===== src/rtl/data_memory_arbiter_pkg.sv =====
// data_memory_arbiter_pkg: shared read-owner type and default widths for the data memory arbiter
package data_memory_arbiter_pkg;
  typedef enum logic [1:0] {OWN_NONE, OWN_CORE, OWN_AUX} owner_e;
  localparam int DM_V = 256;
  localparam int DM_AW = 14;
  localparam int DM_BE = 32;
endpackage


===== src/rtl/dm_arb_select.sv =====
// dm_arb_select: core/aux grant selection (fixed priority + starvation guard, or round-robin under DATA_MEMORY_ARBITER_RR_EN); ports clk, rst, c_req, a_req -> c_gnt, a_gnt
module dm_arb_select #(
  parameter int STARVE_MAX = 4
) (
  input  logic clk,
  input  logic rst,
  input  logic c_req,
  input  logic a_req,
  output logic c_gnt,
  output logic a_gnt
);
`ifdef DATA_MEMORY_ARBITER_RR_EN
  // r_last = 1 means aux won the most recent grant, so core wins the next contention
  logic r_last;
  always_comb begin
    c_gnt = !rst & c_req & (!a_req | r_last);
    a_gnt = !rst & a_req & (!c_req | !r_last);
  end
  always_ff @(posedge clk or posedge rst)
    if (rst) r_last <= 1'b1;
    else if (c_gnt | a_gnt) r_last <= a_gnt;
`else
  localparam int SW = $clog2(STARVE_MAX + 1);
  localparam logic [SW-1:0] SMAX = SW'(STARVE_MAX);
  logic [SW-1:0] r_starve;
  logic          w_force;
  always_comb begin
    w_force = r_starve == SMAX;
    c_gnt   = !rst & c_req & !(a_req & w_force);
    a_gnt   = !rst & a_req & (!c_req | w_force);
  end
  always_ff @(posedge clk or posedge rst)
    if (rst) r_starve <= '0;
    else r_starve <= (a_req & !a_gnt) ? (w_force ? SMAX : r_starve + 1'b1) : '0;
`endif
endmodule


===== src/rtl/data_memory_arbiter.sv =====
// data_memory_arbiter: shares one single-port data memory between core and aux; drives mem_* from the winner and routes 1-cycle read data back to its owner (macro DATA_MEMORY_ARBITER_RR_EN selects round-robin)
module data_memory_arbiter
  import data_memory_arbiter_pkg::*;
#(
  parameter int V          = DM_V,
  parameter int AW         = DM_AW,
  parameter int BE         = V / 8,
  parameter int STARVE_MAX = 4
) (
  input  logic          clk,
  input  logic          rst,
  input  logic          c_req,
  input  logic          c_we,
  input  logic [AW-1:0] c_addr,
  input  logic [BE-1:0] c_byteena,
  input  logic [V-1:0]  c_wdata,
  output logic          c_gnt,
  output logic          c_rvalid,
  output logic [V-1:0]  c_rdata,
  input  logic          a_req,
  input  logic          a_we,
  input  logic [AW-1:0] a_addr,
  input  logic [BE-1:0] a_byteena,
  input  logic [V-1:0]  a_wdata,
  output logic          a_gnt,
  output logic          a_rvalid,
  output logic [V-1:0]  a_rdata,
  output logic [AW-1:0] mem_address,
  output logic [BE-1:0] mem_byteena,
  output logic [V-1:0]  mem_write_data,
  output logic          mem_rden,
  output logic          mem_wren,
  input  logic [V-1:0]  mem_read_data
);
  owner_e r_owner;
  logic   w_we;
  dm_arb_select #(.STARVE_MAX(STARVE_MAX)) u_sel (
    .clk  (clk),
    .rst  (rst),
    .c_req(c_req),
    .a_req(a_req),
    .c_gnt(c_gnt),
    .a_gnt(a_gnt)
  );
  always_comb begin
    w_we           = c_gnt ? c_we : a_gnt & a_we;
    mem_address    = c_gnt ? c_addr : a_gnt ? a_addr : '0;
    mem_byteena    = c_gnt ? c_byteena : a_gnt ? a_byteena : '0;
    mem_write_data = c_gnt ? c_wdata : a_gnt ? a_wdata : '0;
    mem_wren       = w_we;
    mem_rden       = (c_gnt | a_gnt) & !w_we;
    c_rvalid       = r_owner == OWN_CORE;
    a_rvalid       = r_owner == OWN_AUX;
    c_rdata        = c_rvalid ? mem_read_data : '0;
    a_rdata        = a_rvalid ? mem_read_data : '0;
  end
  always_ff @(posedge clk or posedge rst)
    if (rst) r_owner <= OWN_NONE;
    else r_owner <= !mem_rden ? OWN_NONE : c_gnt ? OWN_CORE : OWN_AUX;
endmodule


===== config.mk =====
export PLATFORM = sky130hd
export DESIGN_NAME = data_memory_arbiter
export DESIGN_NICKNAME = d
export VERILOG_FILES = /design/src/rtl/data_memory_arbiter_pkg.sv /design/src/rtl/dm_arb_select.sv /design/src/rtl/data_memory_arbiter.sv
export SDC_FILE = /design/constraint.sdc
export NUM_CORES = 1
export LEC_CHECK = 0
export ABC_AREA = 1
export CAP_MARGIN = 20
export CORE_AREA = 2 2 663 665
export CTS_CLUSTER_SIZE = 40
export DETAILED_ROUTE_END_ITERATION = 10
export DIE_AREA = 0 0 665 667
export GPL_TIMING_DRIVEN = 0
export HOLD_SLACK_MARGIN = 0.12
export SLEW_MARGIN = 20
export SYNTH_ARGS = -nofsm -noshare
export SYNTH_HDL_FRONTEND = slang
export SYNTH_SLANG_ARGS = --single-unit

===== constraint.sdc =====
create_clock -name clk -period 1.6 [get_ports clk]
set_input_delay 0.32 -clock clk [delete_from_list [all_inputs] [get_ports clk]]
set_output_delay 0.32 -clock clk [all_outputs]
set_load 0.02 [all_outputs]

* Yosys cells after proc, flatten, opt, wreduce, memory -nomap -nowiden
Cells that the tools add are included. W data, S select, Z words.
Storage, ports and cells: output and inout port bits 820, input bits 866, bits in registers 5, logic and storage cells 34
Operators by class: reductions and logical operators 5, equality and inequality tests 3, add/sub/neg operators 1, bitwise logic cells 10, muxes and demuxes 13
Operator list (number):
- $mux W256 | 4
- $mux W32 | 2
- $mux W14 | 2
- $and A1 B1 Y1 | 8
- $mux W3 | 2
- $logic_not A1 Y1 | 5
- $mux W2 | 2
- $add A3 B1 Y3 const B | 1
- $eq A3 B3 Y1 const B | 1
- $eq A2 B1 Y1 const B | 1
- $eq A2 B2 Y1 const B | 1
- $or A1 B1 Y1 | 2
- $mux W1 | 1

* Logic depth before layout (Yosys ltp)
word-level depth 8, mapped depth 10, depth with buffers taken out 8

* Cells and area by module
From an unflattened synthesis, not the netlist that was laid out.
Second synthesis, totals: cells, all modules 1879, area total of the unflattened synthesis 7967.6 um2
By module, submodules not included:
- data_memory_arbiter | sequential area each 50.0 um2, area each 7761.2 um2, instances 1, cells each 1851
- dm_arb_select | sequential area each 75.1 um2, area each 206.4 um2, instances 1, cells each 28

* Worst setup path before layout
Ideal clock, no wire load.
path kind register -> output, start point register r_owner[0], end point output a_rdata[100], data required time 1.280 ns, arrival time 1.467 ns, path buffers 2, cell stages (with the launch flop) 6, slack -0.187 ns, path through dfrtp_1 > nor2_1 > inv_1 > clkbuf_1 > buf_2 > nor2_1
On the way: cells in the longest elaborated chain, start to end 2
Ends and longest elaborated chain:
- from (decl) | line data_memory_arbiter.sv:35 | owner_e r_owner;
- from (signal assigned) | line data_memory_arbiter.sv:59 | else r_owner <= !mem_rden ? OWN_NONE : c_gnt ? OWN_CORE : OWN_AUX;
- $eq A2 B2 Y1 | line data_memory_arbiter.sv:53 | a_rvalid = r_owner == OWN_AUX;
- via a_rvalid | line data_memory_arbiter.sv:26 | output logic a_rvalid,
- $mux W256 | line data_memory_arbiter.sv:55 | a_rdata = a_rvalid ? mem_read_data : '0;
- to (decl) | line data_memory_arbiter.sv:27 | output logic [V-1:0] a_rdata,
The timed path passes the listed nets, and every way through them passes these cells.

* Worst setup path in the final report
start point register u_sel.r_starve[0], end point output mem_write_data[76]
On the way: cells in the longest elaborated chain, start to end 5, elaborated cells on any way between the ends 8, those cells by class eq/ne: 1; mux: 2; bitwise: 4; reduce/logical: 1
Ends and longest elaborated chain:
- from (decl) | line dm_arb_select.sv:25 | logic [SW-1:0] r_starve;
- from (signal assigned) | line dm_arb_select.sv:34 | else r_starve <= (a_req & !a_gnt) ? (w_force ? SMAX : r_starve + 1'b1) : '0;
- $eq A3 B3 Y1 (*) | line dm_arb_select.sv:28 | w_force = r_starve == SMAX;
- $or A1 B1 Y1 or $and A1 B1 Y1 (tied branches) | line dm_arb_select.sv:30, dm_arb_select.sv:29
- $and A1 B1 Y1 or $logic_not A1 Y1 (tied branches) | line dm_arb_select.sv:30, dm_arb_select.sv:29
- $mux W256 or $and A1 B1 Y1 (tied branches) | line data_memory_arbiter.sv:49, dm_arb_select.sv:29
- $mux W256 (*) | line data_memory_arbiter.sv:49 | mem_write_data = c_gnt ? c_wdata : a_gnt ? a_wdata : '0;
- to (decl) | line data_memory_arbiter.sv:30 | output logic [V-1:0] mem_write_data,
Mark *: on every way between the ends. The rest lies on a longest branch, timed or not.

==> summary.txt <==
Outcome
  • Status: finished, violations left
  • Failing checks: setup timing

Layout
  • Register area: 126 um2
  • Layout Cell Area excl Fill: 37,900 um2
  • Fin nets: 4,495
  • Share of cells above drive strength 1: 0.381
  • Fillers: 51,200
  • Commonest non-fill, non-tap cell in the layout: clkdlybuf4s50_1
  • Final Util: 0.0868
  • Commonest non-fill, non-tap cells in the layout: clkdlybuf4s50_1, nand2_1, nor2_1
  • Multi-input logic area: 8810 um2
  • Area Overhead vs Synth: 415%

GRT
  • GRT Util Overall: 0.177
  • Largest net degree at the start of global routing: 11
  • Gr ovfl total: 0
  • Global-route wire length before repair: 448,000 um
  • Initial antenna violation count: 401
  • Vias in the first global route: 19,900

Setup path
  • Worst path required time: 1.28 ns
  • R2R Path Start: u_sel.r_starve[1]
  • R2r setup slk: 0.13 ns
  • Crit path to: mem_write_data[76]
  • Cells on worst reg2reg path: 10
  • Capturing point of the worst reg2reg path: r_owner[1]
  • Worst setup EP type: output pin
  • Worst Path Max Fanout: 10
  • Crit. Startpoint: u_sel.r_starve[0]
  • Critical path class: flip-flop to output pin
  • CP arrival: 2.34 ns
  • Critical Path Source Type: flip-flop

Power and ir drop
  • Final Power: 11.6 mW
  • Leakage power figure: 17.5 nW
  • VDD IR max: 334 uV
  • P per Cell Area: 306 nW/um2

Floorplanning
  • Die Ht: 667 um
  • Die area: 444,000 um2
  • Die Wd: 665 um
  • Io pins: 1,686
  • Num rows: 243
  • Core area: 437,000 um2
  • Initial Util: 0.0169

Synthesis
  • Mapped cell area: 7360 um2
  • Post-synthesis register bit count: 5
  • Post-Synthesis Cells: 1,838
  • Sequential element share of the synthesized area: 0.0170
  • Count of cell types in the netlist: 17
  • Avg Cell Area, Syn: 4.00 um2
  • Syn nets: 2,706
  • Synthesis warning total: 0

Place
  • IO Port Bufs: 1,685
  • Hpwl dp: 385,000 um
  • GPL Wtd Cong: 1.26
  • DP Area: 33,200 um2
  • Post-Place Setup Slack: -2.63 ns

Drt
  • Residual DRC: 0
  • 1st-iter DRT viols: 1,892
  • ANT nets after route: 0
  • Drt pass-1 iters: 6
  • Routed WL: 410,000 um
  • Wirelength per Cell: 43.0 um
  • Avg Vias per Cell: 2.31
  • Via Count: 22,000

STA
  • Fin Hold WS: 0.258 ns
  • Worst-margin pin slew: 1.05 ns
  • Worst slew margin: 0.299
  • RSZ-0062 raised after global routing: yes
  • Setup violators final: 820
  • Final hold vios: 0
  • Setup WS post-layout: -1.06 ns
  • Fmax: 0.376 GHz
  • Final worst path period need: 2.66 ns
  • Slew Viols, Final: 0
  • Final worst-path cycle share: 1.66
  • Layout Skew: 0.000263 ns

CTS
  • Hold_buf cts: 0
  • Clk pin slew, worst setup/hold paths: 0.03 ns
  • CTS buffer count: 3
  • CTS H-tree lvls: 1
  • Clock network latency to the later pin of the worst-skew pair: 0.23 ns
  • CTS tree: done
  • Clk sinks: 5
  • Clock Path Buffers: 2
  • Root buffer cell: clkbuf_16

Flow run
  • Max Cap Viol: 0

Worst hold path
  • Hold WC Path Type: input pin to async pin
critical path: stages (launching register included):
cell and delay [ns]:
dfrtp_1 0.37, inv_2 0.09, ha_4 0.17, nand2_4 0.07, nand2_4 0.09, nand2_8 0.09, clkinv_16 0.10, buf_16 0.18
buf_6 0.15, nand2_1 0.15, nand2_2 0.10, dlygate4sd2_1 0.47
synth_stat cells:
cell type,instances,share of area
nor2_1,517,0.26
buf_4,35,0.036
o21ai_0,1,0.00068
clkbuf_1,8,0.0041
buf_6,14,0.021
nand2_2,1,0.00085
a21oi_1,1,0.00068
inv_2,3,0.0015
buf_1,3,0.0015
nor2_2,2,0.0017
inv_1,266,0.14
nand3_1,4,0.0027
dfrtp_1,5,0.017
xnor2_1,1,0.0012
buf_2,62,0.042
ha_1,2,0.0034
nand2_1,913,0.47
sequential cells by signal (all words and copies together), names as in the netlist:
| register | count |
|---|---|
| r_owner | 2 |
| u_sel.r_starve | 3 |
worst min path at each step:
| stage | start | end | slack, ns | cells after the start |
|---|---|---|---|---|
| 4_1_cts | rst | r_owner[1] | 0.22 | 2 |
| 2_1_floorplan | rst | r_owner[0] | 0.10 | 1 |
| 6_report | rst | u_sel.r_starve[0] | 0.26 | 2 |
| 3_5_place_dp | u_sel.r_starve[0] | u_sel.r_starve[0] | 0.54 | 3 |
| 3_3_place_gp | u_sel.r_starve[0] | u_sel.r_starve[0] | 0.53 | 3 |
| 5_1_grt | rst | r_owner[1] | 0.27 | 2 |
routing by layer:
metal / share of wire / GRT usage / vias to the layer above
li1: - / - / 8918
met1: 0.30 / 0.159 / 9940
met4: 0.053 / 0.0742 / 172
met2: 0.46 / 0.292 / 2245
met5: 0.0046 / 0.00673 / -
met3: 0.18 / 0.139 / 750
through the flow:
stage                     std cells  setup TNS, ns
final                          9517        -631.67
after global routing           9483        -689.49
after CTS                      9369        -750.03
after detailed placement       9280       -1326.40
after global placement         9280       -1532.99
after floorplan                1838         -13.19
area by class of cell:
class | instances | area share
inverters | 269 | 0.0278
clock buffers | 4 | 0.00208
flip-flops and latches | 5 | 0.00334
repair inverters | 1 | 0.000793
plain buffers | 118 | 0.0442
multi-input cells | 1442 | 0.233
diodes | 134 | 0.00885
repair buffers | 1787 | 0.490
well taps | 5757 | 0.190
logic make-up after synthesis:
logic type	Yosys count	synth area share
AOI/OAI and AO/OA	2	0.00136
xor gates and xnor gates	1	0.00119
adders and majority gates	2	0.00340
buffers and inverters	391	0.242
DFF	5	0.0170
and+or+nand+nor	1437	0.735
timing repair:
action	CTS	global route
endpoints found under the setup margin	820	820
setup buffers	69	15
gates resized for setup	2552	777
cloned	17	6
hold endpoints to repair	0	0
pin swaps	24	8
where the power goes:
| group | switching [mW] | total [mW] | internal [mW] |
|---|---|---|---|
| Clock | 0.0838 | 0.414 | 0.330 |
| Sequential | 0.0120 | 0.150 | 0.138 |
| Combinational | 6.59 | 11.0 | 4.45 |
| Total | 6.69 | 11.6 | 4.92 |
(Power assumes the default switching activity.)
==> RTL change 1, RTL diff (config.mk and constraints unchanged) <==
Build with the macro `DATA_MEMORY_ARBITER_RR_EN` defined.
--- a/src/rtl/dm_arb_select.sv
+++ b/src/rtl/dm_arb_select.sv
@@ -1,3 +1,5 @@
 // dm_arb_select: core/aux grant selection (fixed priority + starvation guard, or round-robin under DATA_MEMORY_ARBITER_RR_EN); ports clk, rst, c_req, a_req -> c_gnt, a_gnt
+`define DATA_MEMORY_ARBITER_RR_EN
+
 module dm_arb_select #(
   parameter int STARVE_MAX = 4
Check against the original RTL: not equivalent (Yosys sat finds a counterexample within 4 cycles, from zero or initial values and one cycle with rst high).
==> RTL change 1 against the unedited design <==
- the run still ends with negative setup slack left
- register-to-register slack about the same
- setup slack better by 0.21 ns
- sequential share of layout area down 0.11 points
- power up 0.66%
- area after synthesis down 1.7%
- clock skew up 0.00061 ns
- cell area down 6.7%
- first-iteration DRC count down 13%
- sequential cell count down 2
- wire length up 11%
==> RTL change 1: results (changes against the unedited design) <==
| Metric | Value |
|---|---|
| Worst VDD drop | 0.268 mV (-20%) |
| Critical path's slowest cell | dfstp_2 |
| Synth top cells by count | nand2_1, nor2_1, inv_1 |
| Clock Power Share | 3.4% (-0.2 points) |
| Syn Inst Count | 1826 (-0.65%) |
| Status | finished, violations left |
| Sequential fraction of the synthesis area | 1.06% (-0.65 points) |
| Top Registers | r_owner x2, u_sel.r_last x1 |
| Met2 WL | 225000 µm (+19%) |
| Worst hold path class | in2reg |
| Vias in the first global route | 19.4k (-2.8%) |
| DR vias | 22.0k (+0.045%) |
| Max-slew headroom | 51.8% (+22 points) |
| Global placer's final weighted congestion | 1.04 (-17%) |
| Violated checks | negative setup slack |
| Final hold slack | 0.464 ns (+0.206 ns) |
| Total negative slack | -475.49 ns (+156.18 ns) |
| Setup WS post-layout | -0.852 ns (+0.211 ns) |
| Largest stage delay, worst path | 0.53 ns (+0.06 ns) |
| Initial DRC Count | 1639 (-13%) |
| First-pass GRT wire length | 488000 µm (+8.9%) |
| Placed insts | 9269 (-0.12%) |
| Leak | 17.3 nW (-1.0%) |
| Top cells by area, synth | nand2_1, nor2_1, inv_1 |
| Switch Pwr | 0.00703 W (+5.1%) |
| # setup viols final | 820 (unchanged) |
| Pre-CTS setup slack | -2.83 ns (-0.202 ns) |
| Critical path origin | u_sel.r_last$_DFFE_PP1P_ |
| Worst R2R Path Depth | 9 (-1) |
| Layout Nets | 4460 (-0.78%) |
-- RTL change 1: per-layer routing --
layer	track usage, %	up-vias
met3	14.1	982
met5	1.23	-
met1	17.8	9675
met2	34.9	2289
met4	3.49	286
li1	-	8803
-- RTL change 1: kinds of logic after synthesis --
logic type / count (synthesis) / share of synthesized area (%)
simple gates: 1432 / 74.5
buf+inv: 390 / 24.3
flops: 3 / 1.06
compound gates: 1 / 0.0866
-- RTL change 1: cell type report --
| class | instances | area [µm²] | area share (%) |
|---|---|---|---|
| sequential | 3 | 77.6 | 0.219 |
| antenna | 112 | 280 | 0.793 |
| tap | 5757 | 7200 | 20.4 |
| timing repair buffer | 1762 | 17700 | 50.1 |
| clock buffer | 4 | 78.8 | 0.223 |
| inverter | 268 | 1040 | 2.93 |
| timing repair inverter | 1 | 20.0 | 0.0566 |
| multi-input combinational | 1433 | 7250 | 20.5 |
| buffer | 122 | 1690 | 4.78 |
==> RTL change 2, RTL diff (config.mk and constraints unchanged) <==
Made on the original files. The 3 values of `owner_e` get a one-hot encoding in 3 bits.
--- a/src/rtl/data_memory_arbiter_pkg.sv
+++ b/src/rtl/data_memory_arbiter_pkg.sv
@@ -1,5 +1,5 @@
 // data_memory_arbiter_pkg: shared read-owner type and default widths for the data memory arbiter
 package data_memory_arbiter_pkg;
-  typedef enum logic [1:0] {OWN_NONE, OWN_CORE, OWN_AUX} owner_e;
+  typedef enum logic [2:0] {OWN_NONE = 3'b001, OWN_CORE = 3'b010, OWN_AUX = 3'b100} owner_e;
   localparam int DM_V = 256;
   localparam int DM_AW = 14;
Formal check against the unedited RTL: no difference found for any inputs over 4 cycles, from zero or initial values and one cycle with rst high; so few cycles prove little.
==> RTL change 2 against the unedited design <==
- the run still ends with negative setup slack left
- power grew 3.1%
- sequential cell count grew 1
- area after synthesis grew 0.48%
- sequential power grew 20%
- setup slack gained 0.024 ns
- cell area grew 14%
- wire length grew 5.0%
- synthesized cell count grew 0.22%
- largest power group unchanged
- global-route usage grew 0.75 points
==> RTL change 2: results (changes against the unedited design) <==
| Metric | Value |
|---|---|
| Status | finished, violations left |
| Violated checks | negative setup slack |
| P_seq | 0.000180 W (+20%) |
| Fin cells | 9664 (+1.5%) |
| Synth unique cells | 19 (+2) |
| Worst VDD drop | 0.264 mV (-21%) |
| Inverters | 272 (+0.74%) |
| DR vias | 22.5k (+2.0%) |
| Leak | 17.6 nW (+0.59%) |
| DP Area | 32400 µm² (-2.3%) |
| Sequential fraction of the synthesis area | 2.05% (+0.35 points) |
| Avg Cell Area, Syn | 4.01 µm² (+0.26%) |
| M2 GR Usage | 33.3% (+4.1 points) |
| Synth top cells by count | nand2_1, nor2_1, inv_1 |
| Top Registers | r_owner x3, u_sel.r_starve x3 |
| Hpwl dp | 402000 µm (+4.3%) |
| Area of the multi-input gates | 10600 µm² (+20%) |
| Final clock-cell share | 0.182% (-0.026 points) |
| Setup WS post-layout | -1.04 ns (+0.0238 ns) |
| Non-clock buffering overhead | 55.0% (+1.6 points) |
| Final Skew | 0.00589 ns (+0.00563 ns) |
| Worst Setup EP | mem_byteena[1] |
| Buffers, non-clock | 2056 (+7.9%) |
| DRT met1 WL | 132000 µm (+6.5%) |
| Initial antenna violation count | 377 (-6.0%) |
| # setup viols final | 821 (+0.12%) |
| Vias in the first global route | 20.0k (+0.060%) |
## RTL change 2: changes by cell type in the layout (fill, tap and decap cells not counted), moves of 79 or more
| cell | change |
|---|---|
| buf_12 | +108 |
| nand2_1 | -96 |
| nor2_2 | -133 |
| dlymetal6s2s_1 | -101 |
| nor2_4 | +90 |
| dlygate4sd2_1 | -128 |
| nand2_4 | +79 |
| clkdlybuf4s50_1 | +126 |
| buf_6 | +176 |
## RTL change 2: logic make-up after synthesis
kind of cell,after synthesis,synth area share (%)
AND/OR/NAND/NOR,1439,73.3
buffers and inverters,392,24.1
flip-flops,6,2.05
AO/OA/AOI/OAI,2,0.135
adder cells (fa/ha/maj),2,0.338
XOR/XNOR,1,0.119
## RTL change 2: what timing repair did
| action | CTS | global route |
|---|---|---|
| resized for setup | 2657 | 2499 |
| gates cloned | 24 | 20 |
| setup endpoints to repair | 820 | 821 |
| setup buffers | 82 | 157 |
| pin swaps | 46 | 51 |
| endpoints found under the hold margin | 0 | 0 |
